==> src/rtl/exp_series_ctrl_if.sv <==
// Handshake and datapath-control bundle between the exponent sequencer and its datapath.
interface exp_series_ctrl_if;
  logic       start;
  logic       neg;
  logic       abort;
  logic       co;
  logic       ld_x;
  logic       ld_term;
  logic       ld_acc;
  logic       init_sel;
  logic       mul_sel;
  logic       add_mode;
  logic [3:0] lut_addr;
  logic       busy;
  logic       done;
  logic       ovf;

  // Sequencer side: consumes requests/carry, drives the datapath controls and status.
  modport master (
    input  start, neg, abort, co,
    output ld_x, ld_term, ld_acc, init_sel, mul_sel, add_mode, lut_addr, busy, done, ovf
  );

  // Requester/datapath side.
  modport slave (
    output start, neg, abort, co,
    input  ld_x, ld_term, ld_acc, init_sel, mul_sel, add_mode, lut_addr, busy, done, ovf
  );
endinterface

==> src/rtl/exp_series_ctrl.sv <==
// Sequencer for the Taylor-series exponent datapath: term index, FSM and status flags.
module exp_series_ctrl #(
  parameter int unsigned TERMS = 8
) (
  input logic               clk,
  input logic               rst,
  exp_series_ctrl_if.master bus
);

  localparam int unsigned IDX_W = 4;
  localparam logic [IDX_W-1:0] LAST_IDX = IDX_W'(TERMS - 1);

  typedef enum logic [2:0] {
    IDLE  = 3'd0,
    LOAD  = 3'd1,
    MUL_X = 3'd2,
    MUL_R = 3'd3,
    ACC   = 3'd4,
    DONE  = 3'd5
  } state_e;

  state_e            state_q, state_d;
  logic [IDX_W-1:0]  idx_q, idx_d;
  logic              neg_q, neg_d;
  logic              ovf_q, ovf_d;
  logic              acc_add_c;

  logic ld_x_q, ld_x_d;
  logic ld_term_q, ld_term_d;
  logic ld_acc_q, ld_acc_d;
  logic init_sel_q, init_sel_d;
  logic mul_sel_q, mul_sel_d;
  logic add_mode_q, add_mode_d;
  logic busy_q, busy_d;
  logic done_q, done_d;

  // Current ACC direction: odd powers subtract when computing e^-x.
  assign acc_add_c = ~(neg_q & ~idx_q[0]);

  // Next-state, index and flag update; abort overrides every transition.
  always_comb begin
    state_d = state_q;
    idx_d   = idx_q;
    neg_d   = neg_q;
    ovf_d   = ovf_q;
    if (bus.abort) begin
      state_d = IDLE;
    end else begin
      case (state_q)
        IDLE: begin
          if (bus.start) begin
            neg_d   = bus.neg;
            state_d = LOAD;
          end
        end
        LOAD: begin
          idx_d   = '0;
          ovf_d   = 1'b0;
          state_d = MUL_X;
        end
        MUL_X: state_d = MUL_R;
        MUL_R: state_d = ACC;
        ACC: begin
          if (acc_add_c && bus.co) begin
            ovf_d = 1'b1;
          end
          if (idx_q == LAST_IDX) begin
            state_d = DONE;
          end else begin
            idx_d   = idx_q + IDX_W'(1);
            state_d = MUL_X;
          end
        end
        DONE:    state_d = IDLE;
        default: state_d = IDLE;
      endcase
    end
  end

  // Moore output decode of the upcoming state so the controls come straight from flops.
  always_comb begin
    ld_x_d     = 1'b0;
    ld_term_d  = 1'b0;
    ld_acc_d   = 1'b0;
    init_sel_d = 1'b0;
    mul_sel_d  = 1'b0;
    add_mode_d = 1'b0;
    busy_d     = 1'b0;
    done_d     = 1'b0;
    case (state_d)
      LOAD: begin
        ld_x_d     = 1'b1;
        ld_term_d  = 1'b1;
        ld_acc_d   = 1'b1;
        init_sel_d = 1'b1;
        busy_d     = 1'b1;
      end
      MUL_X: begin
        ld_term_d = 1'b1;
        busy_d    = 1'b1;
      end
      MUL_R: begin
        ld_term_d = 1'b1;
        mul_sel_d = 1'b1;
        busy_d    = 1'b1;
      end
      ACC: begin
        ld_acc_d   = 1'b1;
        add_mode_d = ~(neg_d & ~idx_d[0]);
        busy_d     = 1'b1;
      end
      DONE: begin
        busy_d = 1'b1;
        done_d = 1'b1;
      end
      default: begin
        busy_d = 1'b0;
      end
    endcase
  end

  // State, index, flags and registered outputs.
  always_ff @(posedge clk or negedge rst) begin
    if (!rst) begin
      state_q    <= IDLE;
      idx_q      <= '0;
      neg_q      <= 1'b0;
      ovf_q      <= 1'b0;
      ld_x_q     <= 1'b0;
      ld_term_q  <= 1'b0;
      ld_acc_q   <= 1'b0;
      init_sel_q <= 1'b0;
      mul_sel_q  <= 1'b0;
      add_mode_q <= 1'b0;
      busy_q     <= 1'b0;
      done_q     <= 1'b0;
    end else begin
      state_q    <= state_d;
      idx_q      <= idx_d;
      neg_q      <= neg_d;
      ovf_q      <= ovf_d;
      ld_x_q     <= ld_x_d;
      ld_term_q  <= ld_term_d;
      ld_acc_q   <= ld_acc_d;
      init_sel_q <= init_sel_d;
      mul_sel_q  <= mul_sel_d;
      add_mode_q <= add_mode_d;
      busy_q     <= busy_d;
      done_q     <= done_d;
    end
  end

  assign bus.ld_x     = ld_x_q;
  assign bus.ld_term  = ld_term_q;
  assign bus.ld_acc   = ld_acc_q;
  assign bus.init_sel = init_sel_q;
  assign bus.mul_sel  = mul_sel_q;
  assign bus.add_mode = add_mode_q;
  assign bus.lut_addr = idx_q;
  assign bus.busy     = busy_q;
  assign bus.done     = done_q;
  assign bus.ovf      = ovf_q;

endmodule

==> src/flat_wrapper.sv <==
// flat-port wrapper written by rule: the top's interface ports become plain ports
module exp_series_ctrl_flat 
#(
  parameter int unsigned TERMS = 8
)
  (clk, rst, bus_start, bus_neg, bus_abort, bus_co, bus_ld_x, bus_ld_term, bus_ld_acc, bus_init_sel, bus_mul_sel, bus_add_mode, bus_lut_addr, bus_busy, bus_done, bus_ovf);
  exp_series_ctrl_if bus_i ();
  input logic clk;
  input logic rst;
  input wire logic [$bits(bus_i.start)-1:0] bus_start;
  input wire logic [$bits(bus_i.neg)-1:0] bus_neg;
  input wire logic [$bits(bus_i.abort)-1:0] bus_abort;
  input wire logic [$bits(bus_i.co)-1:0] bus_co;
  output wire logic [$bits(bus_i.ld_x)-1:0] bus_ld_x;
  output wire logic [$bits(bus_i.ld_term)-1:0] bus_ld_term;
  output wire logic [$bits(bus_i.ld_acc)-1:0] bus_ld_acc;
  output wire logic [$bits(bus_i.init_sel)-1:0] bus_init_sel;
  output wire logic [$bits(bus_i.mul_sel)-1:0] bus_mul_sel;
  output wire logic [$bits(bus_i.add_mode)-1:0] bus_add_mode;
  output wire logic [$bits(bus_i.lut_addr)-1:0] bus_lut_addr;
  output wire logic [$bits(bus_i.busy)-1:0] bus_busy;
  output wire logic [$bits(bus_i.done)-1:0] bus_done;
  output wire logic [$bits(bus_i.ovf)-1:0] bus_ovf;
  assign bus_i.start = bus_start;
  assign bus_i.neg = bus_neg;
  assign bus_i.abort = bus_abort;
  assign bus_i.co = bus_co;
  assign bus_ld_x = bus_i.ld_x;
  assign bus_ld_term = bus_i.ld_term;
  assign bus_ld_acc = bus_i.ld_acc;
  assign bus_init_sel = bus_i.init_sel;
  assign bus_mul_sel = bus_i.mul_sel;
  assign bus_add_mode = bus_i.add_mode;
  assign bus_lut_addr = bus_i.lut_addr;
  assign bus_busy = bus_i.busy;
  assign bus_done = bus_i.done;
  assign bus_ovf = bus_i.ovf;
  exp_series_ctrl #(.TERMS(TERMS)) u_core (.clk(clk), .rst(rst), .bus(bus_i));
endmodule
==> config.mk <==
export PLATFORM = sky130hd
export DESIGN_NAME = exp_series_ctrl_flat
export DESIGN_NICKNAME = d
export VERILOG_FILES = /design/src/rtl/exp_series_ctrl_if.sv /design/src/rtl/exp_series_ctrl.sv /design/src/flat_wrapper.sv
export SDC_FILE = /design/constraint.sdc
export NUM_CORES = 1
export LEC_CHECK = 0
export CAP_MARGIN = 20
export CORE_ASPECT_RATIO = 0.7
export CORE_MARGIN = 2
export CORE_UTILIZATION = 30
export CTS_CLUSTER_SIZE = 40
export DETAILED_ROUTE_END_ITERATION = 6
export PLACE_DENSITY_LB_ADDON = 0.2
export SLEW_MARGIN = 20
export SYNTH_ARGS = -nofsm -noshare
export SYNTH_HDL_FRONTEND = slang
export SYNTH_SLANG_ARGS = --single-unit
export TNS_END_PERCENT = 10
==> constraint.sdc <==
create_clock -name clk -period 1.5 [get_ports clk]
set_input_delay 0.3 -clock clk [delete_from_list [all_inputs] [get_ports clk]]
set_output_delay 0.3 -clock clk [all_outputs]
set_load 0.02 [all_outputs]
Yosys cells after proc, flatten, opt, wreduce, memory -nomap -nowiden

Index checks and enable logic that the tools add are counted.

Add/subtract/negate cells: 1
Multipliers: 0
Divide/modulo/power cells: 0
Magnitude comparators: 0
Eq/ne operators: 12
Shifts and indexed selects: 0
Multiplexer cells: 19
Bitwise operators: 7
Reduce and logical (&&, ||, !) cells: 8

Operators by type and width:

| cell                                          | count |
|---|---|
| one-hot mux 3 bit (5 select lines)            | 1 |
| == test 3 x 2 -> 1 bit, second input constant | 4 |
| two-way mux 1 bit                             | 12 |
| == test 3 bit, second input constant          | 3 |
| two-way mux 3 bit                             | 3 |
| one-hot mux 4 bit (2 select lines)            | 1 |
| == test 3 x 1 -> 1 bit, second input constant | 2 |
| AND reduction 3 bit                           | 2 |
| inverter 1 bit                                | 5 |
| OR reduction 5 bit                            | 1 |
| adder 4 x 1 -> 4 bit, second input constant   | 1 |
| == test 4 x 3 -> 1 bit, second input constant | 1 |
| two-way mux 4 bit                             | 1 |
| logical NOT 3 bit                             | 1 |
| OR reduction 3 bit                            | 1 |
| AND 1 bit                                     | 2 |
| != test 2 x 1 -> 1 bit, second input constant | 1 |
| != test 2 bit, second input constant          | 1 |
| one-hot mux 1 bit (2 select lines)            | 1 |
| nonzero test 2 bit                            | 1 |
| OR reduction 2 bit                            | 1 |
| logical AND 1 bit                             | 1 |

Bits in registers: 16
Latch bits: 0
Bits in writable memories: 0
Memory bits (read-only): 0
Bits of input ports: 6
Logic and storage cells: 59
Memories: 0

Logic depth before layout (Yosys ltp)

Word-level depth: 8
Gate-level depth with buffers: 5
Gate-level depth less buffers: 4

Worst setup path after synthesis

No wires, ideal clock.

Path kind: register -> register
From: register u_core.idx_q[0] (netlist: u_core.bus.lut_addr[0])
To: register u_core.idx_q[1] (netlist: u_core.bus.lut_addr[1])
Library setup time: 126 ps
Data arrival time: 1373 ps
Data required time: 1374 ps
Slack: 1 ps
Cell stages (with the launch flop): 5
Buffers on the path: 0
Clock period less this slack: 1499 ps
Cell sequence: dfrtp_1 > ha_1 > nand3b_1 > and3_1 > a221o_1

Longest elaborated chain between the ends: 3

RTL lines:

| element                                                                   | line                                         | source |
|---|---|---|
| start: declaration                                                        | exp_series_ctrl.sv:23                        | `logic [IDX_W-1:0] idx_q, idx_d;` |
| start signal: assignment                                                  | exp_series_ctrl.sv:139                       | `idx_q <= idx_d;` |
| adder 4 x 1 -> 4 bit or == test 4 x 3 -> 1 bit (tied branches)            | exp_series_ctrl.sv:70, exp_series_ctrl.sv:67 |  |
| two-way mux 4 bit or != test 2 bit (tied branches)                        | -                                            |  |
| one-hot mux 4 bit (2 select lines) or AND reduction 3 bit (tied branches) | -                                            |  |

Parallel ways exist; a longest one is shown, timed or not. The select of a mux whose other input is x is not followed.
A chain may end at the register's enable or synchronous reset.

Final worst setup path

From: register u_core.done_q (netlist: u_core.bus.done)
To: output bus_done

RTL lines:

| element                  | line                   | source |
|---|---|---|
| start: declaration       | exp_series_ctrl.sv:35  | `logic done_q, done_d;` |
| start signal: assignment | exp_series_ctrl.sv:149 | `done_q <= done_d;` |
| end: declaration         | flat_wrapper.sv:22     | `output wire logic [$bits(bus_i.done)-1:0] bus_done;` |

No word-level cell between the ends.

==> summary.txt <==
RUN STATUS
-----------------------------------------------------------------------------------------
Outcome                                                                      finished, final reports clean

FINAL LAYOUT
-----------------------------------------------------------------------------------------
Layout cells sized above 1                                                          0.264
Area added between synthesis and finish                                             43.1%
Number of cells in the finished layout apart from fillers                             146
Final design instance area without fill                                          1230 um2
Final antenna diode count                                                               0
Fin nets                                                                              118
Final standard cell utilization of the core                                         0.444
Count of fill cells added during filler insertion                                     278

CLOCK NETWORK
-----------------------------------------------------------------------------------------
CTS clk-pin slew, worst paths                                                     0.07 ns
TritonCTS clock tree                                                                  yes
Total number of clock tree sinks                                                       16
CTS Buf Count                                                                           3
Clk Tree Root Cell                                                           sky130_fd_sc_hd__clkbuf_8
Buffer count from post-CTS setup fixing                                                 0
Deepest clock path buffer count                                                         2
Skew-Pair Late Insertion Delay                                                    0.25 ns
Maximum level of the CTS H-tree                                                         1
Count of hold buffers inserted by post-cts repair                                       0

LOGIC SYNTHESIS
-----------------------------------------------------------------------------------------
Post-synthesis average cell area                                                 10.8 um2
Count of flip-flops with a built-in enable after synthesis                              0
Mapped Area                                                                       857 um2
Number of register bits inferred by synthesis                                          16
Top flip-flop cell by instance count after synthesis                         sky130_fd_sc_hd__dfrtp_1
Sequential cell area fraction in the yosys report                                   0.467
Count of distinct cell types in the synthesized netlist                                34
Synthesis warning total                                                                 0
Synthesized net count                                                                  86
Count of mapped cells out of synthesis                                                 79
Proportion of register bits with asynchronous set or reset after synthesis           1.00

STA
-----------------------------------------------------------------------------------------
Worst setup margin                                                              0.0355 ns
Minimum clock period                                                              1.46 ns
RSZ-0062 raised after global routing                                                  yes
Clock skew after layout                                                        0.00657 ns
Hold WS                                                                          0.361 ns
Number of endpoints with negative hold slack in the final report                        0
Crit share post-route                                                               0.976
Pin slew with the least headroom to its limit                                    0.383 ns
Setup violation total in the final timing report                                        0
Top achievable clock speed                                                        683 MHz
Worst max-slew margin expressed relative to the limit                               0.744
Max Transition Viols Final                                                              0

SETUP PATH
-----------------------------------------------------------------------------------------
Slowest cell delay on critical path                                               0.59 ns
Data required time at the worst endpoint                                          1.20 ns
Worst Path Max Fanout                                                                   1
Cell-by-cell trace of the critical path                                      clkdlybuf4s50_1
Startpoint-to-endpoint class of the critical path                              reg -> out
Slowest-stage cell, CP                                                       sky130_fd_sc_hd__clkdlybuf4s50_1
WP buf/inv                                                                              1
Kind of cell with the highest combined delay on the critical path            buffers and inverters
Arrival @ worst endpoint                                                          1.16 ns
Setup crit end kind                                                           output port
Critical Path Source Type                                                        register

ROUTING
-----------------------------------------------------------------------------------------
Number of vias after detailed routing                                                 742
Post-DRT Antenna Nets                                                                   0
1st-pass router iterations                                                              4
Total wirelength of the detailed-routed design                                    2.05 mm
Number of design rule violations left after detail routing                              0
Drt first-iter violations                                                              81
Routed WL per cell                                                                14.0 um
Via density per instance                                                             5.08

PWR
-----------------------------------------------------------------------------------------
Cell-internal power                                                                914 uW
Static leakage                                                                0.000639 uW
Switching power as a share of total power                                           0.306
Sequential share of power                                                           0.400
Peak supply drop                                                                 0.672 mV
Portion of total power attributed to combinational logic                            0.300
P_sw                                                                               403 uW
PD cells                                                                      1070 nW/um2
Share of total power in the clock network                                           0.299

GRT
-----------------------------------------------------------------------------------------
Initial antenna violation count                                                         0
Overall Global Routing Usage                                                        0.142
Number of global-route vias before repair                                             700
Maximum number of pins on one net before global-route repair                           17
First-pass GRT wire length                                                        3.53 mm
Grt ovf                                                                                 0

FLOORPLANNING
-----------------------------------------------------------------------------------------
Core area                                                                        2760 um2
Row count                                                                              16
X dimension of the die                                                            67.9 um
Initial Util                                                                        0.310
Height of the chip                                                                48.7 um
Io pins                                                                                19
Floorplan die area                                                               3310 um2

MIN PATH
-----------------------------------------------------------------------------------------
Min-delay worst type                                                          in -> async

RUN
-----------------------------------------------------------------------------------------
Max-cap violations                                                                      0

PLACED DESIGN
-----------------------------------------------------------------------------------------
Placed Cells incl. Taps                                                               142
HPWL after detailed placement                                                     1.49 mm
Placed cell areas                                                                1150 um2
Total of buffers placed on input and output ports                                      18
Worst setup slack before clock tree synthesis                                   -0.258 ns
Gpl congestion                                                                      0.788

## kinds of logic (layout without fill, tap and decap cells)
logic type | Yosys count | after routing | synth area share
adders and majority gates | 1 | 1 | 0.0146
DFF | 16 | 16 | 0.467
buffers and inverters | 8 | 39 | 0.0671
xor gates and xnor gates | 1 | 1 | 0.0102
muxes | 2 | 2 | 0.0307
and+or+nand+nor | 34 | 34 | 0.253
AOI/OAI and AO/OA | 17 | 17 | 0.158
## flip-flops by register name (all words and copies together), names as in the netlist
register and flops:
u_core.bus.add_mode 1, u_core.bus.mul_sel 1, u_core.neg_q 1, u_core.bus.ovf 1
u_core.bus.lut_addr 4, u_core.bus.busy 1, u_core.bus.ld_acc 1, u_core.state_q 3
u_core.bus.ld_x 1, u_core.bus.ld_term 1, u_core.bus.done 1
## power by group through the flow
stage | Clock, uW | Combinational [uW] | Sequential, uW
2_1_floorplan | 0 | 205 | 558
3_3_place_gp | 0 | 407 | 532
3_5_place_dp | 0 | 404 | 534
4_1_cts | 402 | 391 | 525
5_1_grt | 432 | 432 | 535
6_report | 394 | 396 | 527
## cell usage after synthesis, drive strengths merged (2+ instances only)
| master | number | area share |
|---|---|---|
| a211oi | 2 | 0.023 |
| a21boi | 3 | 0.026 |
| a221o | 2 | 0.023 |
| a31oi | 3 | 0.022 |
| and3 | 2 | 0.015 |
| buf | 8 | 0.067 |
| dfrtp | 16 | 0.47 |
| mux2 | 2 | 0.031 |
| nand2 | 2 | 0.0088 |
| nand2b | 4 | 0.029 |
| nand4 | 2 | 0.015 |
| nor2 | 9 | 0.039 |
| nor2b | 3 | 0.022 |
| nor3 | 2 | 0.012 |
| nor4b | 4 | 0.058 |
| o21ai | 2 | 0.012 |
| or3b | 2 | 0.020 |
## layout make-up
cell class	count	area, um2	share of cell area
clock buffer	4	55.1	0.0449
sequential	16	402	0.328
timing repair buffer	35	314	0.256
multi-input combinational	55	410	0.335
tap	36	45.0	0.0367
## worst reg2reg max path, cell delays in order, from the launching register on
cell and delay [ns]:
sky130_fd_sc_hd__dfrtp_1 0.40, sky130_fd_sc_hd__ha_2 0.22, sky130_fd_sc_hd__nand3b_1 0.16, sky130_fd_sc_hd__or3b_4 0.41
sky130_fd_sc_hd__a21oi_1 0.16
## final timing paths
| kind | startpoint | end | slack, ns | cells after the start |
|---|---|---|---|---|
| hold reg to reg | u_core.neg_q | u_core.neg_q | 0.51 | 1 |
| hold / removal | rst | u_core.state_q[2] | 0.36 | 2 |
| min in group clk | u_core.neg_q | u_core.neg_q | 0.51 | 1 |
| setup reg to reg | u_core.bus.lut_addr[0] | u_core.state_q[1] | 0.08 | 4 |
| max in group asynchronous | rst | u_core.state_q[0] | 0.93 | 2 |
| setup / recovery | u_core.bus.done | bus_done | 0.04 | 1 |
## repair_timing
item | in CTS | in global routing
endpoints found under the setup margin | 7 | 14
gates resized for setup | 7 | 10
cloned | 0 | 0
## cell usage in the layout, fill, tap and decap left out, drive strengths merged, types with 3 or more instances in the layout
| cell | n |
|---|---|
| a31oi | 3 |
| buf | 17 |
| nor4b | 4 |
| dlymetal6s2s | 6 |
| a21boi | 3 |
| dfrtp | 16 |
| nor2b | 3 |
| clkdlybuf4s50 | 5 |
| nand2b | 4 |
| clkbuf | 4 |
| dlygate4sd2 | 7 |
| nor2 | 9 |
## routing by layer
layer | track usage | vias to the layer above | part of all wire
met2 | 0.190 | 21 | 0.42
met5 | 0 | - | 0
met1 | 0.223 | 371 | 0.52
met3 | 0.0488 | 0 | 0.059
met4 | 0.0200 | 0 | 0
li1 | - | 350 | -
## per-stage QoR
step                setup TNS [ns]  total power (uW)
global placement             -1.34               939
finish                           0              1320
global route               -0.0807              1400
CTS                              0              1320
detailed placement           -1.54               938
floorplan                        0               763
(Power assumes the default switching activity.)
==> edit 1, RTL diff (same settings) <==
Encoding of `state_e`: now one-hot (6 bits for 6 states).
--- a/src/rtl/exp_series_ctrl.sv
+++ b/src/rtl/exp_series_ctrl.sv
@@ -11,11 +11,11 @@
   localparam logic [IDX_W-1:0] LAST_IDX = IDX_W'(TERMS - 1);
 
-  typedef enum logic [2:0] {
-    IDLE  = 3'd0,
-    LOAD  = 3'd1,
-    MUL_X = 3'd2,
-    MUL_R = 3'd3,
-    ACC   = 3'd4,
-    DONE  = 3'd5
+  typedef enum logic [5:0] {
+    IDLE  = 6'b000001,
+    LOAD  = 6'b000010,
+    MUL_X = 6'b000100,
+    MUL_R = 6'b001000,
+    ACC   = 6'b010000,
+    DONE  = 6'b100000
   } state_e;
 
Function: no difference found for any inputs over 10 cycles, from zero or initial values and one cycle with rst low; not proved beyond that.
==> edit 1 against the original RTL <==
The flow now finishes with violations (negative setup slack). Global-route usage decreased by 0.47 points. Wire length decreased by 2.9%. Critical endpoint is now u_core.bus.lut_addr[3]$_DFFE_PN0P_. Cell area increased by 5.3%. Core utilization increased by 2.7 points. Area after synthesis decreased by 1.8%. Largest power group unchanged. Power decreased by 14%. Sequential cell count increased by 3. Via count decreased by 2.0%. Worst setup slack got worse by 140 ps. Combinational power decreased by 49%. Final cell count increased by 4.8%.
==> edit 1: results <==
group,metric,value,unit
run_status,status,"finished, violations left",
run_status,violations,"negative setup slack",
worst_setup_path,max_stage_delay,530,ps
timing,fin_skew,1.293,ps
worst_setup_path,crit_fanout,4,
power_and_ir_drop,peakVddDrop,0.0004521,V
cells_and_area,largest_register_ffs,6,
route,wl_met3,115,um
cells_and_area,drive_gt1_frac,0.3077,
timing,fin_tns_setup,-225.0,ps
yosys,yosysUniqueCellTypes,31,
worst_setup_path,critPathSlowestCell,"or4b_4",
yosys,syn_avg_cell_area,10.94,sq um
clock_tree,cts_resized,9,
placement,routabilityCongestion,0.8614,
power_and_ir_drop,p_leak,0.7545,nW
yosys,syn_nets,84,
timing,relSlewSlack,0.8146,
route,vias_per_cell,4.752,
placement,dp_hpwl,1478,um
worst_setup_path,path_delay_family,"simple AND/OR/NAND/NOR gates",
worst_setup_path,crit_arrival,1810,ps
timing,setup_violations,4,
cells_and_area,fill_cells,265,
placement,place_ws,-225.7,ps
grt,use_met2,0.1980,
route,drtIter0Drc,42,
grt,first_global_vias,705,
yosys,synthTopCellsByArea,"dfrtp_1 (53%), o21ai_0 (3.6%), dfstp_2 (3.1%)",
worst_setup_path,timing_worst_setup_path_type,"flip-flop to flip-flop",
route,routed.top_layer,"met4",
timing,worst_slack,-105.7,ps
worst_setup_path,r2r-start,"u_core.state_q[1]$_DFF_PN0_",
grt,grt_busiest_layer,"met2",
-- edit 1: cell types whose count changed in the layout (fill, tap and decap cells not counted), moves of 3 or more --
cell      change
a31oi_1       -3
inv_1         +6
nand2b_1      -4
nand3_1       +3
nor2_1        -4
o21ai_0       +4
-- edit 1: layout make-up --
cell class / count / area, sq um / share of cell area
Multi-Input combinational cell: 51 / 372.9 / 0.2888
Timing Repair Buffer: 37 / 325.3 / 0.2519
Tap cell: 36 / 45.04 / 0.03488
Clock inverter: 1 / 5.005 / 0.003876
Inverter: 6 / 22.52 / 0.01744
Sequential cell: 19 / 479.2 / 0.3711
Clock buffer: 3 / 41.29 / 0.03198
-- edit 1: logic make-up after synthesis --
group,synth area share
AOI/OAI and AO/OA,0.1337
xor gates and xnor gates,0.02081
adders and majority gates,0.01486
buffers and inverters,0.03566
DFF,0.5661
muxes,0.01337
and+or+nand+nor,0.2154
-- edit 1: power groups by stage --
| stage | sequential (mW) | clock (mW) | combinational, mW |
|---|---|---|---|
| after global placement | 0.578 | 0 | 0.204 |
| after floorplan | 0.608 | 0 | 0.0670 |
| final | 0.570 | 0.356 | 0.203 |
| after detailed placement | 0.579 | 0 | 0.206 |
| after CTS | 0.569 | 0.376 | 0.196 |
| after global routing | 0.574 | 0.403 | 0.224 |
-- edit 1: metrics by stage --
stage          power [mW]  area, sq um    util  hold slack, ps
2_1_floorplan      0.6749        843.3       -           4.409
3_3_place_gp       0.7826         1189  0.4334           477.1
3_5_place_dp       0.7849         1189  0.4334           479.9
4_1_cts             1.141         1231  0.4489           374.1
5_1_grt             1.201         1291  0.4708           393.6
6_report            1.129         1291  0.4708           368.4
-- edit 1: worst reg2reg max path, delay by kind of cell, from the launching register on --
kind	cells	cell delay, ps
and+or+nand+nor	2	810
AOI/OAI and AO/OA	2	310
DFF	1	430
==> edit 2, RTL diff (config.mk and constraints unchanged) <==
Made on the original files. `TERMS` is set to 8 in 2 places; all go to 6.
--- a/src/rtl/exp_series_ctrl.sv
+++ b/src/rtl/exp_series_ctrl.sv
@@ -1,5 +1,5 @@
 // Sequencer for the Taylor-series exponent datapath: term index, FSM and status flags.
 module exp_series_ctrl #(
-  parameter int unsigned TERMS = 8
+  parameter int unsigned TERMS = 6
 ) (
   input logic               clk,
--- a/src/flat_wrapper.sv
+++ b/src/flat_wrapper.sv
@@ -2,5 +2,5 @@
 module exp_series_ctrl_flat 
 #(
-  parameter int unsigned TERMS = 8
+  parameter int unsigned TERMS = 6
 )
   (clk, rst, bus_start, bus_neg, bus_abort, bus_co, bus_ld_x, bus_ld_term, bus_ld_acc, bus_init_sel, bus_mul_sel, bus_add_mode, bus_lut_addr, bus_busy, bus_done, bus_ovf);
Function: same outputs for any inputs over 10 cycles, from zero or initial values and one cycle with rst low; that may be too few to reach the edited logic, so the function may still have changed.
==> edit 2 against the original RTL <==
The run now ends with negative setup slack left. Sequential cell count is the same. Final cell count fell by 2.1%. Cell area shrank 3.9%. First-iteration DRC count down 52%. Die area decreased by 2.8%. Wire length shrank 8.5%. Area after synthesis fell by 3.1%. Worst setup slack got worse by 140 ps. Power fell by 12%. Critical path type is now flip-flop to flip-flop. Critical endpoint is now u_core.bus.lut_addr[3]$_DFFE_PN0P_. Largest cell class is now registers.
==> edit 2: results <==
group,metric,value,unit
timing,tightest_slew,340.2,ps
worst_setup_path,max_stage_delay,490,ps
grt,grt_usage,0.1362,
yosys,syn_avg_cell_area,9.890,sq um
yosys,synthTopCellsByArea,"dfrtp_1 (48%), nand2b_1 (4.5%), ha_1 (3.0%)",
power_and_ir_drop,p_leak,0.6069,nW
cells_and_area,drive_gt1_frac,0.2110,
grt,grt_first_pass_wirelength,3132,um
yosys,syn_nets,92,
worst_setup_path,crit_start,"u_core.bus.lut_addr[0]$_DFF_PN0_",
grt,first_global_vias,641,
power_and_ir_drop,peakVddDrop,0.0005063,V
route,vias_per_cell,4.979,
placement,placedCellCount,139,
worst_setup_path,path_delay_family,"simple AND/OR/NAND/NOR gates",
placement,dp_hpwl,1347,um
run_status,status,"finished, violations left",
worst_setup_path,crit_fanout,2,
power_and_ir_drop,switchingPower,0.3301,mW
power_and_ir_drop,switching_share,0.2835,
timing,worst_slack,-105.6,ps
power_and_ir_drop,clockPowerShare,0.333,
route,wirelength,1872,um
timing,setup_violations,1,
yosys,synth_common_cells,"dfrtp_1 (16), clkbuf_1 (6), nand2b_1 (6), nor2_1 (6), nand3_1 (5)",
worst_setup_path,crit_arrival,1790,ps
placement,place_ws,-222.2,ps
yosys,synth.yosys.seq_area_share,0.4819,
grt,grt_max_degree,18,
placement,placed_area,1110,sq um
worst_setup_path,critPathSlowestCell,"or4b_1",
timing,fin_tns_setup,-105.6,ps
run_status,violations,"negative setup slack",
route,num_vias,712,
==> edit 2: cell types whose count changed after synthesis, sizes merged, moves of 3 or more <==
| cell | before | now |
|---|---|---|
| a21boi | 3 | 0 |
| buf | 8 | 2 |
| clkbuf | 0 | 6 |
| nand3 | 0 | 5 |
| nor2 | 9 | 6 |
| nor4b | 4 | 1 |
| o31ai | 0 | 3 |
==> edit 2: worst paths after layout <==
kind	slack (ps)	depth (start not counted)	to
max in group asynchronous	930	2	u_core.bus.lut_addr[0]$_DFF_PN0_
min	360	2	u_core.bus.add_mode$_DFF_PN0_
min reg2reg	520	1	u_core.neg_q$_DFF_PN0_
max	-110	4	u_core.bus.lut_addr[3]$_DFFE_PN0P_
min in group clk	520	1	u_core.neg_q$_DFF_PN0_
max reg2reg	-110	4	u_core.bus.lut_addr[3]$_DFFE_PN0P_
==> edit 2: routing by layer <==
layer	track usage	routed length (um)	up-vias
li1	-	-	354
met1	0.1872	963	340
met2	0.1960	793	15
met3	0.05882	110	3
met4	0.03673	5	0
met5	0	0	-
==> edit 2: cell families (layout without fill, tap and decap cells) <==
logic type / count (synthesis) / in the layout / synth area share
AOI/OAI and AO/OA: 15 / 15 / 0.1280
xor gates and xnor gates: 1 / 1 / 0.01054
adders and majority gates: 2 / 2 / 0.03012
buffers and inverters: 10 / 35 / 0.05874
DFF: 16 / 16 / 0.4819
muxes: 2 / 2 / 0.02560
and+or+nand+nor: 38 / 38 / 0.2651
==> edit 2: final cells by class <==
| class | count | area, sq um |
|---|---|---|
| fill | 258 | 1374 |
| sequential | 16 | 402.9 |
| multi-input combinational | 58 | 402.9 |
| timing repair buffer | 29 | 267.8 |
| clock buffer | 4 | 55.05 |
| tap | 34 | 42.54 |
| inverter | 2 | 7.507 |
